### config.mk
export PLATFORM = sky130hd
export DESIGN_NAME = cam_wr_packer_flat
export DESIGN_NICKNAME = d
export VERILOG_FILES = /design/src/rtl/cam_wr_packer_pkg.sv /design/src/rtl/cam_wr_packer_if.sv /design/src/rtl/cam_wr_packer_fifo.sv /design/src/rtl/cam_wr_packer.sv /design/src/flat_wrapper.sv
export SDC_FILE = /design/constraint.sdc
export NUM_CORES = 1
export LEC_CHECK = 0
export CORE_UTILIZATION = 59
export CTS_CLUSTER_SIZE = 16
export DETAILED_ROUTE_END_ITERATION = 7
export PLACE_DENSITY_LB_ADDON = 0.08
export SLEW_MARGIN = 20
export SYNTH_ARGS = -nofsm -noshare
export SYNTH_HDL_FRONTEND = slang
export SYNTH_HIERARCHICAL = 1
export SYNTH_SLANG_ARGS = --single-unit
### constraint.sdc
create_clock -name clk_133M -period 17.9 [get_ports clk_133M]
set_input_delay 5.37 -clock clk_133M [delete_from_list [all_inputs] [get_ports clk_133M]]
set_output_delay 5.37 -clock clk_133M [all_outputs]
set_load 0.01 [all_outputs]
### src/rtl/cam_wr_packer_pkg.sv
// rtl/cam_wr_packer_pkg.sv - shared types and constants for the camera write packer
package cam_pkg;

  localparam int PIX_PER_WORD = 8;
  localparam int PIX_W        = 16;
  localparam int WORD_W       = 128;
  localparam int ADDR_W       = 25;
  localparam int CNT_W        = $clog2(PIX_PER_WORD);

  localparam logic [ADDR_W-1:0] DEF_BASE_ADDR_0     = 25'h0000000;
  localparam logic [ADDR_W-1:0] DEF_BASE_ADDR_1     = 25'h0010000;
  localparam int                DEF_WORDS_PER_FRAME = 38400;

  typedef enum logic [1:0] {
    IDLE,
    ACTIVE,
    FLUSH
  } cam_state_t;

  typedef struct packed {
    logic [ADDR_W-1:0] addr;
    logic [WORD_W-1:0] data;
  } cam_entry_t;

endpackage

### src/rtl/cam_wr_packer_if.sv
// rtl/cam_wr_packer_if.sv - DDR write request bundle between packer and arbiter
interface cam_wr_if;
  import cam_pkg::*;

  logic              camera_wr_req;
  logic [ADDR_W-1:0] camera_wr_address;
  logic [WORD_W-1:0] camera_wr_data;
  logic              ram_busy;

  modport master (
    output camera_wr_req,
    output camera_wr_address,
    output camera_wr_data,
    input  ram_busy
  );

  modport slave (
    input  camera_wr_req,
    input  camera_wr_address,
    input  camera_wr_data,
    output ram_busy
  );

endinterface

### src/rtl/cam_wr_packer_fifo.sv
// rtl/cam_wr_packer_fifo.sv - first-word-fall-through FIFO of {address, word} entries
module cam_word_fifo
  import cam_pkg::*;
#(
  parameter int DEPTH = 4
) (
  input  logic       clk_133M,
  input  logic       rst_133M,
  input  logic       push_i,
  input  cam_entry_t entry_i,
  input  logic       pop_i,
  output cam_entry_t head_o,
  output logic       full_o,
  output logic       empty_o
);

  localparam int AW = $clog2(DEPTH);

  cam_entry_t    mem_q [DEPTH];
  logic [AW:0]   wr_ptr_q;
  logic [AW:0]   rd_ptr_q;
  logic          do_push;
  logic          do_pop;

  // Pointers carry one extra wrap bit so full and empty are distinguishable.
  assign empty_o = (wr_ptr_q == rd_ptr_q);
  assign full_o  = (wr_ptr_q[AW] != rd_ptr_q[AW]) &&
                   (wr_ptr_q[AW-1:0] == rd_ptr_q[AW-1:0]);
  assign head_o  = mem_q[rd_ptr_q[AW-1:0]];
  assign do_push = push_i && !full_o;
  assign do_pop  = pop_i && !empty_o;

  always_ff @(posedge clk_133M) begin
    if (rst_133M) begin
      wr_ptr_q <= '0;
      rd_ptr_q <= '0;
    end else begin
      if (do_push) wr_ptr_q <= wr_ptr_q + (AW+1)'(1);
      if (do_pop)  rd_ptr_q <= rd_ptr_q + (AW+1)'(1);
    end
  end

  always_ff @(posedge clk_133M) begin
    if (do_push) mem_q[wr_ptr_q[AW-1:0]] <= entry_i;
  end

endmodule

### src/rtl/cam_wr_packer.sv
// rtl/cam_wr_packer.sv - packs RGB565 pixels into 128-bit DDR write requests
// Define CAM_DOUBLE_BUFFER_EN to alternate frames between BASE_ADDR_0 and BASE_ADDR_1.
module cam_wr_packer
  import cam_pkg::*;
#(
  parameter int                DEPTH           = 4,
  parameter logic [ADDR_W-1:0] BASE_ADDR_0     = DEF_BASE_ADDR_0,
  parameter logic [ADDR_W-1:0] BASE_ADDR_1     = DEF_BASE_ADDR_1,
  parameter int                WORDS_PER_FRAME = DEF_WORDS_PER_FRAME
) (
  input  logic             clk_133M,
  input  logic             rst_133M,
  input  logic [PIX_W-1:0] pixel_data,
  input  logic             pixel_valid,
  input  logic             frame_start,
  input  logic             frame_end,
  cam_wr_if.master         wr,
  output logic             frame_done,
  output logic             done_buf,
  output logic             overflow
);

  if (DEPTH < 2 || (DEPTH & (DEPTH - 1)) != 0 || WORDS_PER_FRAME < 1) begin : g_bad_cfg
    $error("cam_wr_packer: DEPTH must be a power of two >= 2, WORDS_PER_FRAME positive");
  end

  cam_state_t        state_q;
  logic [CNT_W-1:0]  cnt_q;
  logic [WORD_W-1:0] word_q;
  logic [ADDR_W-1:0] addr_q;
  logic              req_q;
  logic [ADDR_W-1:0] req_addr_q;
  logic [WORD_W-1:0] req_data_q;
  logic              frame_done_q;
  logic              overflow_q;

  logic              buf_idx;
  logic [ADDR_W-1:0] cur_base;
  logic [WORD_W-1:0] lane_word;
  logic [WORD_W-1:0] packed_word;
  logic [CNT_W-1:0]  cnt_adv;
  logic              word_full;
  logic              push;
  logic              issue;
  logic              flush_done;
  cam_entry_t        push_entry;
  cam_entry_t        head;
  logic              fifo_full;
  logic              fifo_empty;

  always_comb begin
    lane_word = word_q;
    for (int i = 0; i < PIX_PER_WORD; i++) begin
      if (cnt_q == CNT_W'(i)) lane_word[i*PIX_W +: PIX_W] = pixel_data;
    end
  end

  // A pixel arriving with frame_end is packed first; a wrapped count means the word was full.
  assign packed_word = pixel_valid ? lane_word : word_q;
  assign cnt_adv     = cnt_q + CNT_W'(pixel_valid);
  assign word_full   = pixel_valid && (cnt_q == CNT_W'(PIX_PER_WORD - 1));
  assign push        = (state_q == ACTIVE) && !frame_start &&
                       (word_full || (frame_end && (cnt_adv != '0)));
  assign push_entry  = '{addr: addr_q, data: packed_word};
  assign issue       = !fifo_empty && !wr.ram_busy && !req_q;
  assign flush_done  = (state_q == FLUSH) && fifo_empty && !req_q;
  assign cur_base    = buf_idx ? BASE_ADDR_1 : BASE_ADDR_0;

  cam_word_fifo #(
    .DEPTH (DEPTH)
  ) u_fifo (
    .clk_133M (clk_133M),
    .rst_133M (rst_133M),
    .push_i   (push),
    .entry_i  (push_entry),
    .pop_i    (issue),
    .head_o   (head),
    .full_o   (fifo_full),
    .empty_o  (fifo_empty)
  );

  always_ff @(posedge clk_133M) begin
    if (rst_133M) begin
      state_q      <= IDLE;
      cnt_q        <= '0;
      word_q       <= '0;
      addr_q       <= '0;
      req_q        <= 1'b0;
      req_addr_q   <= '0;
      req_data_q   <= '0;
      frame_done_q <= 1'b0;
      overflow_q   <= 1'b0;
    end else begin
      req_q        <= issue;
      req_addr_q   <= issue ? head.addr : '0;
      req_data_q   <= issue ? head.data : '0;
      frame_done_q <= 1'b0;
      if (push && fifo_full) overflow_q <= 1'b1;

      case (state_q)
        IDLE: begin
          if (frame_start) begin
            state_q <= ACTIVE;
            cnt_q   <= '0;
            word_q  <= '0;
            addr_q  <= cur_base;
          end
        end
        ACTIVE: begin
          if (frame_start) begin
            cnt_q  <= '0;
            word_q <= '0;
            addr_q <= cur_base;
          end else begin
            if (push) begin
              // Dropped words still consume their address.
              addr_q <= addr_q + ADDR_W'(1);
              word_q <= '0;
              cnt_q  <= '0;
            end else begin
              word_q <= packed_word;
              cnt_q  <= cnt_adv;
            end
            if (frame_end) state_q <= FLUSH;
          end
        end
        FLUSH: begin
          if (flush_done) begin
            frame_done_q <= 1'b1;
            state_q      <= IDLE;
          end
        end
        default: state_q <= IDLE;
      endcase
    end
  end

`ifdef CAM_DOUBLE_BUFFER_EN
  logic buf_q;
  logic done_buf_q;

  always_ff @(posedge clk_133M) begin
    if (rst_133M) begin
      buf_q      <= 1'b0;
      done_buf_q <= 1'b0;
    end else begin
      done_buf_q <= 1'b0;
      if (flush_done) begin
        done_buf_q <= buf_q;
        buf_q      <= ~buf_q;
      end
    end
  end

  assign buf_idx  = buf_q;
  assign done_buf = done_buf_q;
`else
  assign buf_idx  = 1'b0;
  assign done_buf = 1'b0;
`endif

  assign wr.camera_wr_req     = req_q;
  assign wr.camera_wr_address = req_addr_q;
  assign wr.camera_wr_data    = req_data_q;
  assign frame_done           = frame_done_q;
  assign overflow             = overflow_q;

endmodule

### src/flat_wrapper.sv
// flat-port wrapper written by rule: the top's interface ports become plain ports
module cam_wr_packer_flat import cam_pkg::*;
#(
  parameter int                DEPTH           = 4,
  parameter logic [ADDR_W-1:0] BASE_ADDR_0     = DEF_BASE_ADDR_0,
  parameter logic [ADDR_W-1:0] BASE_ADDR_1     = DEF_BASE_ADDR_1,
  parameter int                WORDS_PER_FRAME = DEF_WORDS_PER_FRAME
)
  (clk_133M, rst_133M, pixel_data, pixel_valid, frame_start, frame_end, frame_done, done_buf, overflow, wr_camera_wr_req, wr_camera_wr_address, wr_camera_wr_data, wr_ram_busy);
  cam_wr_if wr_i ();
  input  logic clk_133M;
  input  logic rst_133M;
  input  logic [PIX_W-1:0] pixel_data;
  input  logic pixel_valid;
  input  logic frame_start;
  input  logic frame_end;
  output logic frame_done;
  output logic done_buf;
  output logic overflow;
  output wire logic [$bits(wr_i.camera_wr_req)-1:0] wr_camera_wr_req;
  output wire logic [$bits(wr_i.camera_wr_address)-1:0] wr_camera_wr_address;
  output wire logic [$bits(wr_i.camera_wr_data)-1:0] wr_camera_wr_data;
  input wire logic [$bits(wr_i.ram_busy)-1:0] wr_ram_busy;
  assign wr_camera_wr_req = wr_i.camera_wr_req;
  assign wr_camera_wr_address = wr_i.camera_wr_address;
  assign wr_camera_wr_data = wr_i.camera_wr_data;
  assign wr_i.ram_busy = wr_ram_busy;
  cam_wr_packer #(.DEPTH(DEPTH), .BASE_ADDR_0(BASE_ADDR_0), .BASE_ADDR_1(BASE_ADDR_1), .WORDS_PER_FRAME(WORDS_PER_FRAME)) u_core (.clk_133M(clk_133M), .rst_133M(rst_133M), .pixel_data(pixel_data), .pixel_valid(pixel_valid), .frame_start(frame_start), .frame_end(frame_end), .wr(wr_i), .frame_done(frame_done), .done_buf(done_buf), .overflow(overflow));
endmodule
==> metrics.md <==
| Metric | Value |
|---|---|
| Result of the run | completed |
| Number of clock buffers inserted by TritonCTS | 92 |
| CTS Hold Bufs | 0 |
| Cell type with the highest aggregate area in the netlist | sky130_fd_sc_hd__edfxtp_1 |
| Accumulated negative setup slack | 0 ps |
| Setup repair after global routing missed its margin | false |
| Vias after detailed routing | 18,000 |
| Final hold vios | 0 |
| TritonCTS clock tree | built |
| Worst min path class | reg2reg |
| Post-detailed-route wirelength per cell | 23.1 µm |
| RR Startpoint | u_core/cnt_q[0] |
| Standby leakage power | 12.7 nW |
| Max FO, Critical Path | 61 |
| Worst rel slew slack | 0.306 |
| Cell Pwr Density | 116 mW/mm² |
| Die Area | 0.0592 mm² |
| Max-Cap Viols | 0 |
| Master of the slowest instance on the critical path | sky130_fd_sc_hd__buf_4 |
| Worst path bufs/invs | 4 |
| Layout Utilization | 0.689 |
| Fraction of final layout cells sized beyond drive strength 1 | 0.201 |
| Number of DRC markers in iteration 0 | 1,424 |
| Maximum clock insertion buffer count | 3 |
| Initial antenna violation count | 1 |
| Number of I/O port buffers | 177 |
| Synth Area in XOR/XNOR | 0.00251 |
| Prevailing post-synth register cell | sky130_fd_sc_hd__edfxtp_1 |
| Area inside the core boundary | 0.0576 mm² |
| Diodes inserted | 0 |
| Clock Skews | 19.0 ps |
| Largest cells by area after synthesis | sky130_fd_sc_hd__edfxtp_1 53%, sky130_fd_sc_hd__dfxtp_1 19%, sky130_fd_sc_hd__mux4_2 10% |
| Met3 WL | 4080 µm |
| Final std cell area, no fill | 0.0397 mm² |
| Clock-pin slew reported for the worst setup and hold paths after clock tree synthesis | 60 ps |
| Number of synthesized flops with an enable pin | 612 |
| Most common library cells after synthesis | 612 x sky130_fd_sc_hd__edfxtp_1, 322 x sky130_fd_sc_hd__dfxtp_1, 156 x sky130_fd_sc_hd__and2_1 |
| Critical Path Source | pixel_valid |
| Rows | 88 |
| Register-to-register setup slack | 12,940 ps |
| Clock net sink count | 934 |
| Clock root buffer master | sky130_fd_sc_hd__clkbuf_16 |
| Total number of nets in the final design | 2,214 |
| Mapped Cells | 2,019 |
| Ordered cell list for the critical path | clkdlybuf4s50_1 > ha_1 > ha_1 > xnor2_2 > o211a_1 > nor2_1 > inv_1 > a31oi_1 > and2_4 > buf_4 > buf_4 |
| Total nets after synthesis | 2,049 |
| Number of global-route vias before repair | 18,300 |
| CP Launch Type | input port |
| Worst setup path endpoint | u_core/u_fifo/mem_q[2][108] |
| Resized cells post-CTS | 0 |
| Area share of and/or/nand/nor cells after synthesis | 0.0614 |
| Die width | 243 µm |
| Post-synthesis adder-cell area fraction | 0.00291 |
| CTS HTree Levels | 3 |
| DR top layer | met4 |
| Ratio of final minimum period to clock period | 0.553 |
| First-pass iteration count of the detailed router | 5 |
| Final setup violation count | 0 |
| Family with the most delay on the worst path | buffers and inverters |
| Maximum number of pins on one net before global-route repair | 92 |
| Initial core utilization | 0.597 |
| Placement Cell Area | 0.0367 mm² |
| Depth of the critical timing path with buffers and inverters included | 11 |
| Routability Congestion | 0.778 |
| Met1 wire length | 29,600 µm |
| Routed wl met2 | 35,100 µm |
| Routed WL | 70,000 µm |
| Yosys synthesis warning count | 6 |
| Maximum frequency from static timing analysis | 0.101 GHz |
| Multiplexer fraction of the synthesized cell area | 0.137 |
| Data required, critical path | 18,150 ps |
| Area share of the largest cell type after synthesis | 0.535 |
| Maximum resistive drop on vdd | 0.0000947 V |
| Data arrival time of the critical path | 10,140 ps |
| Chip Height | 243 µm |
| Worst r2r dst | u_core/u_fifo/mem_q[2][108] |
| Power after layout | 4.61 mW |
| Post-detailed-route DRC marker count | 0 |
| Setup Buffers After CTS | 0 |
| Synthesized area per cell | 17.0 µm² |
| Final critical-path required period | 9890 ps |
| Signed area change from the synthesized netlist to the final layout | 15.5% |
| Worst Setup Path Type | in2reg |
| Setup crit end kind | flip-flop |
| Pin slew with the least headroom to its limit | 1040 ps |
| Synthesized flop and latch total | 934 |
| GR Util All Layers | 0.242 |
| Async set-or-reset flop fraction in the synthesized netlist | 0 |
| Post-DP HPWL | 40,200 µm |
| Proportion of synthesized chip area in sequential cells | 0.722 |
| Mapped cell area | 0.0344 mm² |
| Number of max-slew violations in the final report | 0 |
| Critical Path Max Stage Delay | 900 ps |
| Vias/cell | 5.95 |
| Main combinational cell family by area after synthesis | multiplexers |
| Residual overflow from global routing | 0 |
| Distinct cell type count after synthesis | 63 |
| Most common cell in the netlist | sky130_fd_sc_hd__edfxtp_1 |
| Share of the synthesized area in compound gates (AO/OA/AOI/OAI) | 0.0494 |
| Antenna-violating nets left | 0 |
| Number of placed I/O pins | 179 |
| Depth of the most critical reg-to-reg path | 10 |
| Clock latency at the later pin of the worst-skew pair | 630 ps |
| Global-route wire length before repair | 109,000 µm |
==> flip-flops by register name, indices dropped and copies added, names as in the netlist, named ones only <==
name,count
u_core/addr_q,25
u_core/cnt_q,3
u_core/frame_done,1
u_core/overflow,1
u_core/state_q,2
u_core/u_fifo/mem_q,612
u_core/u_fifo/rd_ptr_q,3
u_core/u_fifo/wr_ptr_q,3
u_core/word_q,128
u_core/wr.camera_wr_address,25
u_core/wr.camera_wr_data,128
u_core/wr.camera_wr_req,1
==> placed cells by master (no fill, tap or decap), types with 5 or more instances in the layout <==
cell type / n
sky130_fd_sc_hd__clkinv_2: 18
sky130_fd_sc_hd__clkbuf_1: 29
sky130_fd_sc_hd__nand2b_1: 18
sky130_fd_sc_hd__nand3_1: 14
sky130_fd_sc_hd__nand2_1: 43
sky130_fd_sc_hd__a41oi_1: 7
sky130_fd_sc_hd__clkinv_1: 6
sky130_fd_sc_hd__nor2_1: 96
sky130_fd_sc_hd__dfxtp_1: 320
sky130_fd_sc_hd__buf_4: 21
sky130_fd_sc_hd__mux4_2: 153
sky130_fd_sc_hd__a21oi_1: 32
sky130_fd_sc_hd__a22oi_1: 82
sky130_fd_sc_hd__clkdlybuf4s50_1: 176
sky130_fd_sc_hd__edfxtp_1: 612
sky130_fd_sc_hd__clkbuf_16: 96
sky130_fd_sc_hd__bufinv_16: 5
sky130_fd_sc_hd__inv_1: 60
sky130_fd_sc_hd__and2_1: 153
sky130_fd_sc_hd__mux2_2: 112
sky130_fd_sc_hd__o211ai_1: 5
sky130_fd_sc_hd__o32ai_1: 48
sky130_fd_sc_hd__ha_1: 8
sky130_fd_sc_hd__clkbuf_8: 13
sky130_fd_sc_hd__a31oi_1: 7
sky130_fd_sc_hd__xnor2_1: 5
sky130_fd_sc_hd__nand4_1: 9
sky130_fd_sc_hd__or4_1: 8
sky130_fd_sc_hd__o31ai_1: 6
sky130_fd_sc_hd__o21ai_0: 25
==> per-layer routing <==
layer | up-vias | global-route usage
met5 | - | 0
li1 | 8093 | -
met3 | 87 | 0.0368
met4 | 0 | 0.0710
met2 | 575 | 0.402
met1 | 9256 | 0.334
==> worst register-to-register path, stage by stage, from the launching register on <==
cell	delay, ps
sky130_fd_sc_hd__dfxtp_1	370
sky130_fd_sc_hd__ha_1	210
sky130_fd_sc_hd__ha_1	230
sky130_fd_sc_hd__xnor2_2	180
sky130_fd_sc_hd__o211a_1	260
sky130_fd_sc_hd__nor2_1	480
sky130_fd_sc_hd__inv_1	130
sky130_fd_sc_hd__a31oi_1	270
sky130_fd_sc_hd__and2_4	820
sky130_fd_sc_hd__buf_4	930
sky130_fd_sc_hd__buf_4	690
==> final cells by class <==
| class | count | area, µm² |
|---|---|---|
| clock buffers | 138 | 2690 |
| clock inverters | 33 | 295 |
| fillers | 3817 | 17900 |
| inverters | 60 | 225 |
| multi-input cells | 898 | 8760 |
| flip-flops and latches | 934 | 24800 |
| well taps | 765 | 957 |
| repair buffers | 198 | 1930 |
==> cells by family after synthesis <==
logic type                 after synthesis
muxes                                  265
DFF                                    934
buffers and inverters                  187
other                                    1
and+or+nand+nor                        381
adders and majority gates                8
xor gates and xnor gates                 9
AOI/OAI and AO/OA                      234
==> stage by stage <==
stage	hold WS, ps	setup slack, ps	instances
6_report	477	8010	3026
2_1_floorplan	451	2780	2019
3_5_place_dp	467	7370	2855
5_1_grt	496	7720	3026
3_3_place_gp	460	7480	2855
4_1_cts	477	8010	3026
==> power breakdown <==
part	internal [mW]	switching, mW
clock	1.11	0.770
sequential	2.31	0.0316
combinational	0.210	0.178
==> worst min path at each step <==
| stage | startpoint | end | slack [ps] | depth (start not counted) |
|---|---|---|---|---|
| after floorplan | u_core/word_q[48] | u_core/word_q[48] | 450 | 2 |
| after global placement | u_core/word_q[35] | u_core/word_q[35] | 460 | 2 |
| after detailed placement | u_core/word_q[40] | u_core/word_q[40] | 470 | 2 |
| after CTS | u_core/word_q[43] | u_core/word_q[43] | 480 | 2 |
| after global routing | u_core/word_q[56] | u_core/word_q[56] | 500 | 2 |
| final | u_core/word_q[40] | u_core/word_q[40] | 480 | 2 |
Power figures use the tool's default switching activity.
